<file path="src/rtl/spi_regbank.sv">
// SPI mode-0 peripheral with a parametrised register bank.
// Frames are MSB first: R/W bit (1 = write), ADDR_W address bits, DATA_W data bits.
// Writes commit only for exact-length frames to an implemented address; reads
// return register contents on CIPO. Rejected frames pulse frame_err and bump a
// saturating error counter.
module spi_regbank #(
  parameter int DATA_W   = 8,
  parameter int ADDR_W   = 7,
  parameter int NUM_REGS = 5,
  parameter int ERR_W    = 8
) (
  input  logic                       clk,
  input  logic                       rst_n,
  input  logic                       SCLK,
  input  logic                       COPI,
  input  logic                       nCS,
  output logic                       CIPO,
  output logic                       CIPO_oe,
  output logic [NUM_REGS*DATA_W-1:0] regs_out,
  output logic [NUM_REGS-1:0]        wr_strobe,
  output logic                       frame_err,
  output logic [ERR_W-1:0]           err_count
);

  localparam int FRAME_W = 1 + ADDR_W + DATA_W;
  // Counter must reach FRAME_W+1 so an over-length frame is distinguishable.
  localparam int CNT_W   = $clog2(FRAME_W + 2);
  // Receive register only keeps what is ever inspected: the command byte at the
  // end of the address phase, and the data field at the end of the frame.
  localparam int RX_W    = (DATA_W > ADDR_W + 1) ? DATA_W : ADDR_W + 1;

  localparam logic [1:0] ST_IDLE = 2'd0;
  localparam logic [1:0] ST_CMD  = 2'd1;
  localparam logic [1:0] ST_DATA = 2'd2;
  localparam logic [1:0] ST_DONE = 2'd3;

  // Synchroniser chains; index 1 is the synchronised value, index 2 the previous one.
  logic [2:0] sclk_q;
  logic [2:0] ncs_q;
  logic [1:0] copi_q;

  logic sclk_rise, sclk_fall, cs_fall, cs_rise, copi_sync, ncs_sync;

  logic [1:0]        state_q, state_d;
  logic [CNT_W-1:0]  cnt_q, cnt_d;
  logic [RX_W-1:0]   rx_q, rx_d, rx_shifted;
  logic              rw_q, rw_d;
  logic [ADDR_W-1:0] addr_q, addr_d;
  logic [DATA_W-1:0] tx_q, tx_d;
  logic              cipo_q, cipo_d;
  logic [DATA_W-1:0] regs_q [NUM_REGS];
  logic [DATA_W-1:0] regs_d [NUM_REGS];
  logic [NUM_REGS-1:0] wr_strobe_q, wr_strobe_d;
  logic              frame_err_q, frame_err_d;
  logic [ERR_W-1:0]  err_count_q, err_count_d;
  logic              addr_ok;

  // Bring the asynchronous SPI pins into the clk domain, idling SCLK low and nCS high.
  always_ff @(posedge clk) begin
    if (!rst_n) begin
      sclk_q <= 3'b000;
      ncs_q  <= 3'b111;
      copi_q <= 2'b00;
    end else begin
      sclk_q <= {sclk_q[1:0], SCLK};
      ncs_q  <= {ncs_q[1:0], nCS};
      copi_q <= {copi_q[0], COPI};
    end
  end

  assign sclk_rise  =  sclk_q[1] & ~sclk_q[2];
  assign sclk_fall  = ~sclk_q[1] &  sclk_q[2];
  assign cs_fall    = ~ncs_q[1]  &  ncs_q[2];
  assign cs_rise    =  ncs_q[1]  & ~ncs_q[2];
  assign copi_sync  =  copi_q[1];
  assign ncs_sync   =  ncs_q[1];
  assign rx_shifted = {rx_q[RX_W-2:0], copi_sync};
  assign addr_ok    = {1'b0, addr_q} < (ADDR_W + 1)'(NUM_REGS);

  // Frame FSM: shift in bits, preload read data, and validate/commit in DONE.
  // NOTE: every signal gets a default at the top so no path leaves a value
  // unassigned; otherwise synthesis infers a latch.
  always_comb begin
    state_d     = state_q;
    cnt_d       = cnt_q;
    rx_d        = rx_q;
    rw_d        = rw_q;
    addr_d      = addr_q;
    tx_d        = tx_q;
    cipo_d      = 1'b0;
    regs_d      = regs_q;
    wr_strobe_d = '0;
    frame_err_d = 1'b0;
    err_count_d = err_count_q;

    case (state_q)
      ST_IDLE: begin
        if (cs_fall) begin
          state_d = ST_CMD;
          cnt_d   = '0;
          rx_d    = '0;
        end
      end

      ST_CMD: begin
        if (cs_rise) begin
          state_d = ST_DONE;
        end else if (sclk_rise && !ncs_sync) begin
          rx_d  = rx_shifted;
          cnt_d = cnt_q + CNT_W'(1);
          // Last address bit: latch the command and preload read data so the
          // MSB can be driven on the very next SCLK fall.
          if (cnt_q == CNT_W'(ADDR_W)) begin
            state_d = ST_DATA;
            rw_d    = rx_shifted[ADDR_W];
            addr_d  = rx_shifted[ADDR_W-1:0];
            tx_d    = '0;
            if (!rx_shifted[ADDR_W]) begin
              for (int k = 0; k < NUM_REGS; k++) begin
                if (rx_shifted[ADDR_W-1:0] == ADDR_W'(k)) tx_d = regs_q[k];
              end
            end
          end
        end
      end

      ST_DATA: begin
        cipo_d = cipo_q;
        if (cs_rise) begin
          state_d = ST_DONE;
        end else begin
          if (sclk_rise && !ncs_sync) begin
            rx_d = rx_shifted;
            if (cnt_q != CNT_W'(FRAME_W + 1)) cnt_d = cnt_q + CNT_W'(1);
          end
          if (sclk_fall) begin
            cipo_d = tx_q[DATA_W-1];
            tx_d   = tx_q << 1;
          end
        end
      end

      default: begin  // ST_DONE
        state_d = ST_IDLE;
        if (cnt_q == CNT_W'(FRAME_W) && addr_ok) begin
          if (rw_q) begin
            for (int k = 0; k < NUM_REGS; k++) begin
              if (addr_q == ADDR_W'(k)) begin
                regs_d[k]      = rx_q[DATA_W-1:0];
                wr_strobe_d[k] = 1'b1;
              end
            end
          end
        end else begin
          frame_err_d = 1'b1;
          if (err_count_q != '1) err_count_d = err_count_q + ERR_W'(1);
        end
      end
    endcase
  end

  // State and register-bank update; the bank resets because regs_out must read 0.
  // NOTE: sequential state uses non-blocking assignments so all flops update
  // together from pre-edge values, matching the hardware.
  always_ff @(posedge clk) begin
    if (!rst_n) begin
      state_q     <= ST_IDLE;
      cnt_q       <= '0;
      rx_q        <= '0;
      rw_q        <= 1'b0;
      addr_q      <= '0;
      tx_q        <= '0;
      cipo_q      <= 1'b0;
      regs_q      <= '{default: '0};
      wr_strobe_q <= '0;
      frame_err_q <= 1'b0;
      err_count_q <= '0;
    end else begin
      state_q     <= state_d;
      cnt_q       <= cnt_d;
      rx_q        <= rx_d;
      rw_q        <= rw_d;
      addr_q      <= addr_d;
      tx_q        <= tx_d;
      cipo_q      <= cipo_d;
      regs_q      <= regs_d;
      wr_strobe_q <= wr_strobe_d;
      frame_err_q <= frame_err_d;
      err_count_q <= err_count_d;
    end
  end

  for (genvar k = 0; k < NUM_REGS; k++) begin : g_regs_out
    assign regs_out[k*DATA_W +: DATA_W] = regs_q[k];
  end

  assign CIPO      = cipo_q;
  assign CIPO_oe   = (state_q == ST_CMD) || (state_q == ST_DATA);
  assign wr_strobe = wr_strobe_q;
  assign frame_err = frame_err_q;
  assign err_count = err_count_q;

endmodule

</file>
<file path="config.mk">
export PLATFORM = sky130hd
export DESIGN_NAME = spi_regbank
export DESIGN_NICKNAME = d
export VERILOG_FILES = /design/src/rtl/spi_regbank.sv
export SDC_FILE = /design/constraint.sdc
export NUM_CORES = 1
export LEC_CHECK = 0
export ABC_AREA = 1
export CAP_MARGIN = 20
export CORE_MARGIN = 5
export CORE_UTILIZATION = 40
export CTS_BUF_LIST = sky130_fd_sc_hd__clkbuf_4
export CTS_CLUSTER_DIAMETER = 100
export DETAILED_ROUTE_END_ITERATION = 6
export PLACE_DENSITY = 0.71
export SETUP_SLACK_MARGIN = 0.5
export SYNTH_ARGS = -nofsm -noshare
export SYNTH_HDL_FRONTEND = slang
export SYNTH_SLANG_ARGS = --single-unit
</file>
<file path="constraint.sdc">
create_clock -name clk -period 1.7 [get_ports clk]
set_input_delay 0.255 -clock clk [delete_from_list [all_inputs] [get_ports clk]]
set_output_delay 0.255 -clock clk [all_outputs]
set_load 0.005 [all_outputs]
</file>
==> run_results.csv, run 1 <==
group,metric,value,unit
status,outcome,"complete, no violations",
min_path,hp-start,"rst_n",
pwr,internal_power,3834,µW
routing,wl,14.92,mm
sta,slew_viol_final,0,
floorplanning,pin_count,61,
min_path,hold_end,"ncs_q[2]$_SDFF_PN1_",
routing,drt_iter0_drc,309,
worst_setup_path,cp_max_fo,8,
sta,hold_viol,0,
pwr,power_frac_comb,0.409,
logic_synthesis,synth.avg_cell_area,7.036,µm²
sta,setup_viol,0,
finish,finalCoreUtilization,0.6506,
logic_synthesis,synth_fp_nets,635,
placement,dpl_cell_area,5381,µm²
worst_setup_path,crit_type,"flop to flop",
cts,clock_latency,460,ps
pwr,ir_drop,0.0008647,V
global_routing,grtUsageTotal,0.2027,
logic_synthesis,syn-cell-area,4377,µm²
pwr,swShare,0.3913,
sta,rsz0062_at_grt,"true",
global_routing,grt_pass1_vias,4391,
finish,drive_gt1_frac,0.4836,
finish,area_delta_synth_final,60.43,%
worst_setup_path,end_kind,"flop",
logic_synthesis,ys_warn_count,0,
logic_synthesis,synth-simple-area-share,0.3656,
worst_setup_path,worstPathArrival,2070,ps
cts,root_buffer,"clkbuf_4",
pwr,p_total,6299,µW
pwr,p_sw,2465,µW
logic_synthesis,synthCells,622,
routing,dr.pass1.iters,5,
min_path,min_path_cells,3,
placement,pre_cts_ws,39.08,ps
worst_setup_path,cp.required,2090,ps
cts,cts_max_path_buffers,2,
worst_setup_path,timing.rr.start,"cnt_q[0]$_SDFFE_PN0P_",
cts,clock-sinks,94,
cts,h-tree-depth,3,
sta,fin_hold_ws,219.5,ps
routing,antenna_left,0,
floorplanning,start_util,0.4055,
global_routing,grt_max_degree,58,
global_routing,grt_pass1_wl,21.45,mm
logic_synthesis,synth_top_family_by_area,"simple AND/OR/NAND/NOR gates",
flow_run,cap_violations,0,
pwr,power_frac_seq,0.387,
routing,drc_errors,0,
logic_synthesis,ys_ff_latch,94,
min_path,hold_path_class,"input port to flop",
logic_synthesis,synthXorXnorAreaFrac,0.01201,
logic_synthesis,synth-compound-area-share,0.09777,
logic_synthesis,synth.distinct_cells,32,
sta,max_freq,596.5,MHz
sta,clock_skew,22.92,ps
cts,cts_tree,"built",
pwr,clockPowerShare,0.205,
worst_setup_path,crit_start,"cnt_q[0]$_SDFFE_PN0P_",
floorplanning,dieArea,13130,µm²
routing,wire_per_inst,16.00,µm
placement,numPortBuffers,60,
logic_synthesis,synth.area.mux_share,0,
cts,cts_made_buffers,9,
sta,setup_slack,23.53,ps
sta,post-route-min-period,1676,ps
sta,relSlewSlack,0.7079,
logic_synthesis,synth_adder_area_share,0.02287,
finish,design_area,7022,µm²
cts,cts.clk_slew.worst_paths,150,ps
cts,cts_hold_buf,0,
placement,dp_hpwl,8.222,mm
worst_setup_path,worst-r2r-setup-slack,20,ps
routing,vias,4818,
global_routing,overflow,0,
finish,antenna_cells,0,
global_routing,grt_antenna_before_repair,0,
worst_setup_path,rr_endpoint,"tx_q[0]$_SDFFE_PN0P_",
floorplanning,die_h,114.6,µm
floorplanning,core,10790,µm²
logic_synthesis,yosysSeqAreaShare,0.4300,
pwr,p_leak,0.003059,µW
sta,worst_pin_slew,437.7,ps
worst_setup_path,rr_worst_depth,9,
sta,fin_crit_sh,0.9862,
floorplanning,rows,38,
pwr,powerDensity,897.0,nW/µm²
worst_setup_path,start_kind,"flop",
finish,nets,800,
placement,gp_congestion,0.9421,
routing,via_per_inst,5.170,
floorplanning,die_w,114.6,µm
==> how the worst max path moves through the flow <==
stage / end / cells past startpoint / slack [ps]
after floorplan: regs_out[13]$_SDFFE_PN0P_ / 9 / 240
final: tx_q[0]$_SDFFE_PN0P_ / 9 / 20
after detailed placement: regs_out[29]$_SDFFE_PN0P_ / 6 / 40
after global placement: tx_q[7]$_SDFFE_PN0P_ / 8 / 80
after global routing: regs_out[16]$_SDFFE_PN0P_ / 10 / -20
after CTS: tx_q[0]$_SDFFE_PN0P_ / 9 / 120
==> logic make-up (layout without fill, tap and decap cells) <==
logic type      count (synthesis)  count (layout)
simple gates                  370             373
xor+xnor                        6               6
fa+ha+maj                       8               8
flops                          94              94
compound gates                 74              74
buf+inv                        70             237
==> critical path, cell delays in order, from the launching register on <==
cell and delay (ps):
dfxtp_4 410, ha_2 210, nand2_1 100, nor3_2 160
nand2_1 140, nand2_4 120, nand2_4 120, nor2_1 130
o21ai_0 110, a21oi_1 130
==> cell usage after synthesis, drive strengths merged <==
cell    number  area [µm²]
nand3       49       250.2
nor3b        1       7.510
clkinv       4       15.01
o21ai       14       70.07
clkbuf       8       30.03
a211oi      18       135.1
inv         42       157.7
buf         16       111.3
and3         1       6.260
nand2      166       630.6
nor2       127       534.3
ha           8       100.1
a21oi       37       185.2
o21bai       5       37.54
xnor2        2       17.52
dfxtp       94        1882
nand4       12       75.07
xor2         4       35.03
nor4         1       6.260
or2          4       25.02
nand3b       2       15.01
nor3         7       50.05
==> placed cells by master (no fill, tap or decap), drive strengths merged <==
cell	n
a21oi	37
or2	4
xnor2	2
nand3	50
o21ai	14
and3	1
bufinv	1
a211oi	18
nor4	1
nor3b	1
ha	8
o21bai	5
xor2	4
buf	168
nand4	12
clkbuf	14
nor2	127
nand3b	2
nand2	168
clkinvlp	1
nor3	7
dfxtp	94
clkdlybuf4s50	3
inv	43
clkinv	7
==> metal layers <==
metal,GRT usage,part of all wire,vias to the layer above
met1,0.2387,0.40,2292
met2,0.3620,0.52,149
met3,0.04598,0.052,32
li1,-,-,2345
met4,0.06572,0.027,0
met5,0,0,-
==> state kept, by name, summed over array words and instances, names as in the netlist <==
name       cells
regs_out      40
err_count      8
rx_q           8
tx_q           8
addr_q         7
cnt_q          5
wr_strobe      5
ncs_q          3
sclk_q         3
copi_q         2
state_q        2
CIPO           1
frame_err      1
rw_q           1
==> area by class of cell <==
type | count | area [µm²]
repair buffers | 175 | 1652
well taps | 140 | 175.2
fillers | 830 | 3771
flip-flops and latches | 94 | 1982
clock inverters | 6 | 71.32
multi-input cells | 461 | 2880
clock buffers | 10 | 75.07
inverters | 46 | 186.4
==> per-stage QoR <==
stage,cells,setup TNS (ps)
after floorplan,622,0
after global placement,818,0
after detailed placement,818,0
after CTS,910,0
after global routing,932,-94.24
final,932,0
==> power by group through the flow <==
stage | clock network [µW] | logic, µW | registers, µW
after floorplan | 0 | 1220 | 2440
after global placement | 0 | 1620 | 2450
after detailed placement | 0 | 1640 | 2460
after CTS | 1290 | 1870 | 2400
after global routing | 1400 | 2730 | 2450
final | 1290 | 2570 | 2440
==> repair_timing <==
item | 4_1_cts | 5_1_grt
endpoints found under the setup margin | 141 | 137
gates cloned | 2 | 5
pin swaps | 18 | 30
resized for setup | 307 | 144
setup buffers | 74 | 17
Power figures use the tool's default switching activity.
==> run 2, diff against run 1 <==
--- a/config.mk
+++ b/config.mk
@@ -8,11 +8,11 @@
 export ABC_AREA = 1
 export CAP_MARGIN = 20
 export CORE_MARGIN = 5
-export CORE_UTILIZATION = 40
+export CORE_UTILIZATION = 50
 export CTS_BUF_LIST = sky130_fd_sc_hd__clkbuf_4
 export CTS_CLUSTER_DIAMETER = 100
 export DETAILED_ROUTE_END_ITERATION = 6
-export PLACE_DENSITY = 0.71
+export PLACE_DENSITY = 0.84
 export SETUP_SLACK_MARGIN = 0.5
 export SYNTH_ARGS = -nofsm -noshare
 export SYNTH_HDL_FRONTEND = slang
==> run_results.csv, run 2 (synthesis gave the netlist of run 1 again) <==
group,metric,value,unit
status,outcome,"finished with violations",
status,violations,"setup timing",
finish,finalCoreUtilization,0.8151,
finish,drive_gt1_frac,0.5062,
pwr,power_frac_seq,0.370,
global_routing,grtUsageTotal,0.2413,
finish,antenna_cells,0,
placement,placed_cells,786,
sta,rsz0062_at_grt,"true",
worst_setup_path,rr_endpoint,"addr_q[3]$_SDFFE_PN0P_",
routing,wire_per_inst,17.97,µm
finish,layout_common_cells,"127 x nand2_1, 101 x nor2_1, 93 x buf_4",
sta,fin_hold_ws,216.8,ps
global_routing,grt_antenna_before_repair,0,
sta,fin_crit_sh,1.055,
worst_setup_path,path_cells,"buf_4, ha_4, nand2_4, nor3_4, nand2_2, nor2_4, buf_12, buf_4, nor2_1, a211oi_1",
pwr,p_leak,0.003086,µW
floorplanning,die_h,103.6,µm
routing,wl,16.39,mm
sta,post-route-min-period,1793,ps
sta,relSlewSlack,0.7159,
worst_setup_path,end_kind,"flop",
pwr,swShare,0.3931,
floorplanning,start_util,0.5068,
worst_setup_path,worst-r2r-setup-slack,-90,ps
routing,via_per_inst,5.719,
cts,cts_made_buffers,9,
routing,vias,5216,
finish,largest_register_ffs,40,
routing,antenna_left,0,
routing,dr.pass1.iters,5,
cts,cts_hold_buf,0,
floorplanning,core,8636,µm²
cts,h-tree-depth,3,
worst_setup_path,cp_max_fo,6,
finish,area_delta_synth_final,60.83,%
worst_setup_path,crit_start,"cnt_q[0]$_SDFFE_PN0P_",
worst_setup_path,cpMostUsedCell,"buf_4",
routing,drc_errors,0,
placement,dp_hpwl,8.095,mm
floorplanning,rows,34,
cts,clock_latency,460,ps
sta,hold_viol,0,
flow_run,cap_violations,0,
placement,numPortBuffers,60,
routing,drt_iter0_drc,342,
finish,final.fill_count,494,
pwr,internal_power,3976,µW
cts,cts_max_path_buffers,2,
worst_setup_path,start_kind,"flop",
min_path,min_path_cells,3,
worst_setup_path,critPathTopFamily,"simple AND/OR/NAND/NOR gates",
worst_setup_path,timing.rr.start,"cnt_q[0]$_SDFFE_PN0P_",
worst_setup_path,cpMaxStageDelayCell,"dfxtp_4",
worst_setup_path,max_stage_delay,400,ps
cts,clock-sinks,94,
min_path,hp-start,"rst_n",
finish,final_common_cell,"nand2_1",
sta,worst_pin_slew,425.7,ps
worst_setup_path,worstPathArrival,2150,ps
finish,stdcell_count,912,
worst_setup_path,crit_type,"flop to flop",
pwr,p_sw,2576,µW
pwr,powerDensity,930.7,nW/µm²
floorplanning,dieArea,10720,µm²
global_routing,grt_max_degree,58,
pwr,ir_drop,0.0008152,V
min_path,hold_end,"ncs_q[2]$_SDFF_PN1_",
cts,cts.clk_slew.worst_paths,150,ps
floorplanning,die_w,103.6,µm
placement,pre_cts_ws,36.98,ps
placement,gp_congestion,0.8885,
sta,clock_skew,17.13,ps
global_routing,grt_pass1_wl,21.70,mm
pwr,power_frac_comb,0.439,
pwr,clockPowerShare,0.191,
worst_setup_path,rr_worst_depth,10,
worst_setup_path,cp.required,2060,ps
sta,setup_slack,-92.94,ps
cts,cts_tree,"built",
floorplanning,pin_count,61,
worst_setup_path,path_buf_inv,3,
sta,fin_tns_setup,-252.8,ps
global_routing,grt_pass1_vias,4655,
sta,setup_viol,7,
global_routing,overflow,0,
sta,slew_viol_final,0,
finish,nets,812,
min_path,hold_path_class,"input port to flop",
cts,root_buffer,"clkbuf_4",
sta,max_freq,557.7,MHz
run 2: cell types whose count changed in the layout (fill, tap and decap cells not counted), moves of 5 or more:
cell	before	now
buf_6	42	58
a21oi_2	7	20
a21oi_1	22	13
buf_4	84	93
buf_12	13	7
buf_2	27	21
nor2_1	96	101
run 2: tightest hold or removal path, cell delays in order:
cell,delay (ps)
buf_2,120
buf_12,180
nand2_1,90
run 2: cell type report:
type                    instances  area (µm²)  share of cell area
clock buffers                   9       67.56            0.009598
clock inverters                 7       72.57             0.01031
inverters                      46       188.9             0.02684
multi-input cells             462        2913              0.4138
flip-flops and latches         94        1986              0.2821
well taps                     108       135.1             0.01920
repair buffers                186        1677              0.2382
run 2: layer usage:
metal	vias up	routed length, µm	global-route usage
met5	-	0	0
met4	0	1209	0.09841
met3	113	1276	0.06405
met2	303	8270	0.4312
met1	2436	5629	0.2691
li1	2364	-	-
run 2: worst max-delay path by stage:
stage	to	slack, ps	cells past startpoint
after detailed placement	regs_out[10]$_SDFFE_PN0P_	40	8
final	addr_q[3]$_SDFFE_PN0P_	-90	10
after CTS	CIPO_oe	80	3
after global routing	addr_q[3]$_SDFFE_PN0P_	-120	10
after floorplan	regs_out[13]$_SDFFE_PN0P_	240	9
after global placement	regs_out[26]$_SDFFE_PN0P_	120	8
run 2: through the flow:
stage	power (µW)	cell area (µm²)
after floorplan	3665	4611
after global placement	4008	5329
after detailed placement	4054	5329
after CTS	5365	6011
after global routing	6812	7039
final	6551	7039
run 2: power by group through the flow:
| stage | Clock [µW] | Sequential (µW) | Combinational, µW |
|---|---|---|---|
| floorplan | 0 | 2440 | 1220 |
| global placement | 0 | 2450 | 1560 |
| detailed placement | 0 | 2460 | 1600 |
| CTS | 1250 | 2400 | 1710 |
| global route | 1350 | 2430 | 3030 |
| finish | 1250 | 2420 | 2870 |
run 2: repair_timing:
item / CTS / global route
buffers inserted: 72 / 32
pin swaps: 10 / 36
gates cloned: 1 / 5
gates resized for setup: 297 / 193
endpoints found under the setup margin: 141 / 134
==> run 3, diff against run 2 <==
--- a/config.mk
+++ b/config.mk
@@ -6,7 +6,7 @@
 export NUM_CORES = 1
 export LEC_CHECK = 0
 export ABC_AREA = 1
-export CAP_MARGIN = 20
+export CORE_ASPECT_RATIO = 1.1
 export CORE_MARGIN = 5
 export CORE_UTILIZATION = 50
 export CTS_BUF_LIST = sky130_fd_sc_hd__clkbuf_4
==> run_results.csv, run 3 (synthesis gave the netlist of run 1 again) <==
group,metric,value,unit
cts,root_buffer,"clkbuf_4",
global_routing,grt_pass1_vias,4935,
routing,wl,20.60,mm
global_routing,grt_antenna_before_repair,0,
sta,fin_hold_ws,211.0,ps
pwr,ir_drop,0.0007761,V
global_routing,grt_use_met3,0.05677,
global_routing,grt_max_degree,58,
worst_setup_path,timing.rr.start,"rx_q[0]$_SDFFE_PN0P_",
finish,drive_gt1_frac,0.5909,
cts,clock_latency,480,ps
worst_setup_path,rr_endpoint,"tx_q[3]$_SDFFE_PN0P_",
worst_setup_path,worst-r2r-setup-slack,-70,ps
worst_setup_path,cp.required,2100,ps
placement,numPortBuffers,60,
sta,max_freq,563.5,MHz
flow_run,cap_violations,0,
finish,final_common_cell,"nand2_1",
worst_setup_path,worstPathArrival,2180,ps
pwr,powerDensity,958.0,nW/µm²
finish,finalCoreUtilization,0.8841,
floorplanning,dieArea,10730,µm²
floorplanning,die_h,108.1,µm
placement,dpl_cell_area,5325,µm²
placement,pre_cts_ws,24.77,ps
status,outcome,"finished with violations",
placement,dp_hpwl,8.041,mm
sta,worst_pin_slew,537.4,ps
min_path,hold_path_class,"input port to flop",
status,violations,"DRC, setup timing",
worst_setup_path,cp_max_fo,8,
routing,wire_per_inst,22.39,µm
sta,rsz0062_at_grt,"true",
sta,setup_slack,-74.54,ps
pwr,p_leak,0.003206,µW
routing,antenna_left,0,
finish,nets,817,
floorplanning,die_w,99.21,µm
routing,dr.pass1.iters,7,
global_routing,grtUsageMet2,0.5130,
sta,setup_viol,4,
sta,slew_viol_final,0,
cts,clock-sinks,94,
global_routing,overflow,0,
floorplanning,start_util,0.5178,
routing,vias,5656,
cts,cts_max_path_buffers,2,
routing,drt_iter0_drc,611,
sta,relSlewSlack,0.6418,
floorplanning,rows,35,
finish,largest_register_ffs,40,
cts,cts_tree,"built",
routing,drc_errors,3,
worst_setup_path,crit_type,"flop to flop",
finish,area_delta_synth_final,70.73,%
sta,post-route-min-period,1775,ps
worst_setup_path,end_kind,"flop",
cts,cts.clk_slew.worst_paths,160,ps
floorplanning,pin_count,61,
floorplanning,core,8452,µm²
sta,hold_viol,0,
worst_setup_path,crit_start,"rx_q[0]$_SDFFE_PN0P_",
cts,cts_made_buffers,9,
sta,clock_skew,24.95,ps
worst_setup_path,endpoint,"tx_q[3]$_SDFFE_PN0P_",
finish,antenna_cells,0,
cts,h-tree-depth,3,
cts,cts_hold_buf,0,
global_routing,grt_use_met1,0.3143,
global_routing,grt_pass1_wl,24.45,mm
worst_setup_path,start_kind,"flop",
finish,layout_common_cells,"103 x nand2_1, 95 x nor2_1, 88 x buf_4",
routing,via_per_inst,6.148,
worst_setup_path,rr_worst_depth,9,
placement,gp_congestion,0.8872,
global_routing,grtUsageTotal,0.2857,
finish,design_area,7472,µm²
sta,fin_crit_sh,1.044,
global_routing,globalRoute.busiestLayer,"met2",
[run 3: cell types whose count changed in the layout (fill, tap and decap cells not counted), moves of 4 or more]
cell,previous run,this run
nor2_4,17,22
nand3_2,3,13
buf_4,93,88
nor2_1,101,95
a211oi_1,6,1
o21ai_0,7,2
nand2_1,127,103
dfxtp_2,53,58
dfxtp_1,31,23
a21oi_1,13,9
nand2_2,27,48
nand3_1,42,33
buf_12,7,11
[run 3: stage by stage]
step,TNS [ps],total power [µW],cells
2_1_floorplan,0,3665,622
4_1_cts,0,5949,891
5_1_grt,-1536,7360,920
3_5_place_dp,0,4070,788
6_report,-198.1,7158,920
3_3_place_gp,0,4018,788
[run 3: report_power, final]
part	internal, µW	switching, µW
clock network	320	877
logic	1450	2070
registers	2320	125
[run 3: critical path, cell delays in order (launching register included)]
cell	delay (ps)
dfxtp_2	370
clkinvlp_4	170
nand2_1	150
nor2_4	290
nand3_1	150
nand3_2	130
nand2_2	50
nand2_1	110
nand2_1	100
a21oi_1	190
[run 3: what timing repair did]
item	in CTS	in global routing
buffers inserted	78	29
pin swaps	33	46
cloned	9	0
gates resized for setup	402	190
setup endpoints to repair	141	139
[run 3: final cells by class]
cell class	count	area, µm²
Multi-Input combinational cell	463	3227
Inverter	46	190.2
Timing Repair Buffer	190	1789
Fill cell	368	979.7
Sequential cell	94	2003
Clock inverter	7	56.30
Tap cell	111	138.9
Clock buffer	9	67.56
[run 3: how the worst min path moves through the flow]
stage,end,from,slack (ps),cells past startpoint
2_1_floorplan,copi_q[0]$_SDFF_PN0_,COPI,350,2
3_3_place_gp,sclk_q[1]$_SDFF_PN0_,sclk_q[0]$_SDFF_PN0_,400,2
3_5_place_dp,ncs_q[1]$_SDFF_PN1_,ncs_q[0]$_SDFF_PN1_,400,1
4_1_cts,frame_err$_SDFF_PP0_,rst_n,210,5
5_1_grt,frame_err$_SDFF_PP0_,rst_n,210,5
6_report,frame_err$_SDFF_PP0_,rst_n,210,5
[run 3: metal layers]
layer | up-vias | part of all wire
li1 | 2380 | -
met3 | 167 | 0.085
met5 | - | 0
met1 | 2639 | 0.33
met2 | 470 | 0.49
met4 | 0 | 0.091
